--- config.mk ---
export PLATFORM = sky130hd
export DESIGN_NAME = prbs_dbi_ctrl
export DESIGN_NICKNAME = d
export VERILOG_FILES = /design/src/rtl/prbs_pkg.sv /design/src/rtl/prbs_dbi_step.sv /design/src/rtl/prbs_dbi_ctrl.sv
export SDC_FILE = /design/constraint.sdc
export NUM_CORES = 1
export LEC_CHECK = 0
export CORE_MARGIN = 5
export CORE_UTILIZATION = 55
export CTS_BUF_LIST = sky130_fd_sc_hd__clkbuf_8
export DETAILED_ROUTE_END_ITERATION = 6
export HOLD_SLACK_MARGIN = 0.08
export PLACE_DENSITY = 0.8
export SETUP_SLACK_MARGIN = 0.1
export SKIP_CTS_REPAIR_TIMING = 1
export SLEW_MARGIN = 20
export SYNTH_ARGS = -nofsm -noshare
export SYNTH_HDL_FRONTEND = slang
export SYNTH_SLANG_ARGS = --single-unit
--- constraint.sdc ---
create_clock -name clk -period 5.6 [get_ports clk]
set_clock_uncertainty 0.15 [all_clocks]
set_input_delay 1.12 -clock clk [delete_from_list [all_inputs] [get_ports clk]]
set_output_delay 1.12 -clock clk [all_outputs]
set_load 0.01 [all_outputs]
--- src/rtl/prbs_pkg.sv ---
// Shared FSM state type, PRBS polynomial taps and DBI defaults for the
// prbs_dbi_ctrl block.
package prbs_pkg;

  typedef enum logic [2:0] {
    IDLE,
    SEED,
    RUN,
    DRAIN,
    DONE
  } state_e;

  // x^16+x^15+x^13+x^4 in right-shift form: feedback taps s[0], s[1], s[3], s[12]
  localparam logic [15:0] PRBS_TAPS      = 16'h100B;
  localparam logic [15:0] PRBS_SEED_DEF  = 16'h0001;
  localparam int          DBI_THRESH_DEF = 7;

  function automatic logic [4:0] popcount16(input logic [15:0] v);
    logic [4:0] c;
    c = '0;
    for (int i = 0; i < 16; i++) c = c + 5'(v[i]);
    return c;
  endfunction

endpackage

--- src/rtl/prbs_dbi_step.sv ---
// One combinational LFSR step followed by data-bus inversion; the returned
// word is also the next generator state.
module prbs_dbi_step
  import prbs_pkg::*;
#(
  parameter int N          = 16,
  parameter int DBI_THRESH = DBI_THRESH_DEF
) (
  input  logic [N-1:0] s,
  output logic [N-1:0] word,
  output logic         dbi
);

  logic         fb;
  logic [N-1:0] raw;

  assign fb   = ^(s & N'(PRBS_TAPS));
  assign raw  = {fb, s[N-1:1]};
  // Invert when more than DBI_THRESH lines would toggle against the last word.
  assign dbi  = popcount16(16'(raw ^ s)) > 5'(DBI_THRESH);
  assign word = dbi ? ~raw : raw;

endmodule

--- src/rtl/prbs_dbi_ctrl.sv ---
// PRBS-16 transmit controller with DBI encoding; the loopback receive checker
// is built only when PRBS_CHECKER_EN is defined.
module prbs_dbi_ctrl
  import prbs_pkg::*;
#(
  parameter int N          = 16,
  parameter int DBI_THRESH = DBI_THRESH_DEF,
  parameter int CNT_W      = 16
) (
  input  logic             clk,
  input  logic             reset,
  input  logic             start,
  input  logic             abort,
  input  logic [N-1:0]     seed,
  input  logic [CNT_W-1:0] len,
  output logic [N-1:0]     tx_data,
  output logic             tx_dbi,
  output logic             tx_valid,
  input  logic             tx_ready,
  input  logic [N-1:0]     rx_data,
  input  logic             rx_valid,
  output logic             busy,
  output logic             done,
  output logic [CNT_W-1:0] err_count
);

  state_e           state_q;
  logic [N-1:0]     seed_q, s_q, tx_data_q, gen_word;
  logic [CNT_W-1:0] len_q, tx_cnt_q, tx_cnt_d;
  logic             tx_dbi_q, tx_valid_q, done_q, gen_dbi, drain_done;

  prbs_dbi_step #(.N(N), .DBI_THRESH(DBI_THRESH)) u_gen (
    .s    (s_q),
    .word (gen_word),
    .dbi  (gen_dbi)
  );

  assign tx_cnt_d = tx_cnt_q + CNT_W'(1);

  always_ff @(posedge clk) begin
    if (reset) begin
      state_q    <= IDLE;
      seed_q     <= N'(PRBS_SEED_DEF);
      s_q        <= N'(PRBS_SEED_DEF);
      len_q      <= '0;
      tx_cnt_q   <= '0;
      tx_data_q  <= '0;
      tx_dbi_q   <= 1'b0;
      tx_valid_q <= 1'b0;
      done_q     <= 1'b0;
    end else if (abort) begin
      // Abort also blocks a coincident start while idle.
      state_q    <= IDLE;
      tx_valid_q <= 1'b0;
      done_q     <= 1'b0;
    end else begin
      done_q <= 1'b0;
      case (state_q)
        IDLE: if (start) begin
          seed_q  <= (seed == '0) ? N'(PRBS_SEED_DEF) : seed;
          len_q   <= len;
          state_q <= SEED;
        end
        SEED: begin
          s_q        <= seed_q;
          tx_cnt_q   <= '0;
          tx_valid_q <= 1'b0;
          state_q    <= (len_q == '0) ? DRAIN : RUN;
        end
        RUN: begin
          if (!tx_valid_q) begin
            tx_data_q  <= gen_word;
            tx_dbi_q   <= gen_dbi;
            s_q        <= gen_word;
            tx_valid_q <= 1'b1;
          end else if (tx_ready) begin
            tx_cnt_q <= tx_cnt_d;
            if (tx_cnt_d == len_q) begin
              tx_valid_q <= 1'b0;
              state_q    <= DRAIN;
            end else begin
              tx_data_q <= gen_word;
              tx_dbi_q  <= gen_dbi;
              s_q       <= gen_word;
            end
          end
        end
        DRAIN: if (drain_done) state_q <= DONE;
        DONE: begin
          done_q  <= 1'b1;
          state_q <= IDLE;
        end
        default: state_q <= IDLE;
      endcase
    end
  end

`ifdef PRBS_CHECKER_EN
  logic [N-1:0]     exp_q, exp_word;
  logic             exp_dbi_unused;
  logic [CNT_W-1:0] rx_cnt_q, err_q, err_d;
  logic             rx_take;

  prbs_dbi_step #(.N(N), .DBI_THRESH(DBI_THRESH)) u_chk (
    .s    (exp_q),
    .word (exp_word),
    .dbi  (exp_dbi_unused)
  );

  // Words past len are dropped so a late loopback cannot skew the count.
  assign rx_take = (state_q == RUN || state_q == DRAIN) && rx_valid && (rx_cnt_q != len_q);

  always_comb begin
    err_d = err_q;
    if (rx_take && (rx_data != exp_word) && (err_q != '1)) err_d = err_q + CNT_W'(1);
  end

  always_ff @(posedge clk) begin
    if (reset) begin
      exp_q    <= N'(PRBS_SEED_DEF);
      rx_cnt_q <= '0;
      err_q    <= '0;
    end else if (!abort) begin
      if (state_q == SEED) begin
        exp_q    <= seed_q;
        rx_cnt_q <= '0;
        err_q    <= '0;
      end else if (rx_take) begin
        exp_q    <= exp_word;
        rx_cnt_q <= rx_cnt_q + CNT_W'(1);
        err_q    <= err_d;
      end
    end
  end

  assign drain_done = (rx_cnt_q == len_q);
  assign err_count  = err_q;
`else
  logic unused_rx;
  assign unused_rx  = ^{rx_data, rx_valid};
  assign drain_done = 1'b1;
  assign err_count  = '0;
`endif

  assign tx_data  = tx_data_q;
  assign tx_dbi   = tx_dbi_q;
  assign tx_valid = tx_valid_q;
  assign busy     = (state_q != IDLE);
  assign done     = done_q;

endmodule

==> impl_metrics.env <==
export IMPL_drtIter0Drc=485
export IMPL_nets=738
export IMPL_drive_gt1_frac=0.0549
export IMPL_overflow=0
export IMPL_worstSetupPathType="reg -> reg"
export IMPL_max_slew_margin=0.459
export IMPL_crit_fanout=17
export IMPL_async_reset_ff_frac=0
export IMPL_power_density_nw_per_um2=222
export IMPL_finalNonFillerCells=785
export IMPL_ys_seq_elements=86
export IMPL_syn_to_final_growth_pct=12.5
export IMPL_final_hold_violation_count=0
export IMPL_maxCapViolCount=0
export IMPL_slowest_delay_ns=0.55
export IMPL_yosys_warnings=0
export IMPL_die_h_um=107
export IMPL_grt_max_degree=50
export IMPL_cp_start_kind="flip-flop"
export IMPL_dp_cells=768
export IMPL_tightest_slew_ns=0.811
export IMPL_io_pins=90
export IMPL_die_area_um2=11400
export IMPL_grt_pass1_wl_um=20700
export IMPL_synth_top_area_frac=0.334
export IMPL_cpMaxStageDelayCell="fa_1"
export IMPL_syn_inst=657
export IMPL_numCtsBuffers=9
export IMPL_final_max_slew_viol_count=0
export IMPL_portBuffers=56
export IMPL_synth_seq_area_share=0.334
export IMPL_routed_wl_um=12400
export IMPL_core_um2=9200
export IMPL_rows=35
export IMPL_synth_flop_cell="dfxtp_1"
export IMPL_path_cells="xor2_1 > ha_1 > fa_1 > fa_1 > fa_1 > inv_1 > fa_1 > inv_1 > ha_1 > a21oi_1 > o211ai_1 > buf_4 > xnor2_1 > nor2_1 > a211oi_1 > mux2i_1"
export IMPL_antenna_found_initial=0
export IMPL_avgSynthCellArea_um2=7.84
export IMPL_clkLatencyLatePin_ns=0.36
export IMPL_arrival_ns=5.10
export IMPL_diodes=0
export IMPL_vias=4576
export IMPL_clock_sinks=86
export IMPL_dpl_hpwl_um=8700
export IMPL_finalHoldWorstSlack_ns=0.314
export IMPL_synth_top_cell_by_area="dfxtp_1"
export IMPL_cp_required_ns=5.70
export IMPL_htreeDepth=3
export IMPL_grt_pass1_vias=4181
export IMPL_root_buffer="clkbuf_8"
export IMPL_period_share=0.893
export IMPL_start_util=0.560
export IMPL_synth_edf_count=0
export IMPL_n_fill_cell=772
export IMPL_syn_cell_area_um2=5150
export IMPL_crit_path_end_kind="flip-flop"
export IMPL_hp_class="reg -> reg"
export IMPL_synthTopCellsByArea="dfxtp_1 (33%), nand2_1 (7.9%), xnor2_1 (5.6%)"
export IMPL_crit_path_frequent_cell="fa_1"
export IMPL_grtUsageTotal=0.222
export IMPL_p_leak_nw=2.08
export IMPL_vias_per_cell=5.83
export IMPL_wl_per_cell_um=15.8
export IMPL_report_final_setup_viol=0
export IMPL_ys_types=59
export IMPL_min_period_ns=5.00
export IMPL_setup_tns_ns=0
export IMPL_clk_pin_slew_ns=0.08
export IMPL_place_gp_congestion=0.947
export IMPL_cts_buffer_depth=2
export IMPL_ir_drop_mv=0.157
export IMPL_dr_pass1_iters=5
export IMPL_die_x_um=107
export IMPL_outcome="completed"
export IMPL_rsz0062_at_grt="no"
export IMPL_drc=0
export IMPL_fmax_mhz=200
export IMPL_drtAntennaViolNets=0
export IMPL_cts_tree="done"
==> through the flow <==
step | utilization | setup WS [ns] | total power [mW] | area [um^2]
6_report | 0.630 | 0.601 | 1.28 | 5800
5_1_grt | 0.630 | 0.309 | 1.34 | 5800
4_1_cts | 0.629 | 0.651 | 1.29 | 5780
3_5_place_dp | 0.604 | 0.676 | 0.808 | 5560
3_3_place_gp | 0.604 | 0.750 | 0.802 | 5560
2_1_floorplan | - | 0.630 | 0.760 | 5210
==> cells in the mapped netlist, types with 5 or more instances <==
cell,instances
a21oi_1,49
a31oi_1,15
and2b_1,7
buf_2,10
buf_4,17
clkbuf_1,44
dfxtp_1,86
fa_1,8
ha_1,7
inv_1,26
mux2i_1,19
nand2_1,109
nand3_1,24
nand3b_1,5
nor2_1,38
nor2b_1,9
nor3_1,12
nor4_1,12
o21ai_0,41
xnor2_1,33
xor2_1,21
==> state kept, by name (all words and copies together) (netlist names) <==
register	count
len_q	16
s_q	16
seed_q	16
tx_cnt_q	16
tx_data	16
state_q	3
done	1
tx_dbi	1
tx_valid	1
==> where the power goes <==
group | leakage [nW] | switching [mW] | total (mW) | internal (mW)
Clock | 0.114 | 0.226 | 0.489 | 0.263
Combinational | 1.27 | 0.0882 | 0.156 | 0.0673
Sequential | 0.696 | 0.0151 | 0.640 | 0.625
==> layer usage <==
metal  GRT usage  up-vias  wire, um
li1            -     2222         -
met1       0.322     2142      5670
met2       0.337      195      5550
met3      0.0421       17       990
met4      0.0630        0       169
met5           0        -         0
==> worst max-delay path: cells and delay by family, from the launching register on <==
family,cells,cell delay (ns)
fa+ha+maj,6,2.72
xor+xnor,2,0.59
flops,1,0.46
buf+inv,3,0.34
simple gates,1,0.08
compound gates,3,0.46
mux,1,0.10
==> cells in the final DEF, fill, tap and decap left out, types with 5 or more instances in the layout <==
cell,instances
nand2_1,109
dfxtp_1,86
clkdlybuf4s50_1,55
a21oi_1,49
o21ai_0,41
nor2_1,37
xnor2_1,33
inv_1,27
nand3_1,24
xor2_1,21
mux2i_1,19
conb_1,16
a31oi_1,15
nor4_1,12
nor3_1,12
clkbuf_8,10
nor2b_1,9
fa_1,8
and2b_1,7
ha_1,7
nand3b_1,5
==> final cells by class <==
type                            instances  area [um^2]  area share
Multi-Input combinational cell        485         3020       0.521
Sequential cell                        86         1720       0.297
Clock inverter                          6         85.1      0.0147
Inverter                               26         97.6      0.0168
Tap cell                              111          139      0.0240
Clock buffer                           10          138      0.0237
Timing Repair Buffer                   61          597       0.103
==> final timing paths <==
path	from	cells past startpoint	slack (ns)	endpoint
setup / recovery	s_q[1]	16	0.60	s_q[0]
setup reg to reg	s_q[1]	16	0.60	s_q[0]
hold / removal	seed_q[10]	2	0.31	seed_q[10]
hold reg to reg	seed_q[10]	2	0.31	seed_q[10]
==> cells by family (layout without fill, tap and decap cells) <==
| group | count (synthesis) | after routing | synth area share |
|---|---|---|---|
| flip-flops | 86 | 86 | 0.334 |
| AND/OR/NAND/NOR | 251 | 251 | 0.244 |
| XOR/XNOR | 54 | 54 | 0.0918 |
| buffers and inverters | 101 | 103 | 0.0945 |
| adder cells (fa/ha/maj) | 15 | 15 | 0.0481 |
| other | 1 | 16 | 0.000728 |
| AO/OA/AOI/OAI | 130 | 130 | 0.150 |
| multiplexers | 19 | 19 | 0.0369 |
No activity file was read; power rests on OpenSTA's default activity.
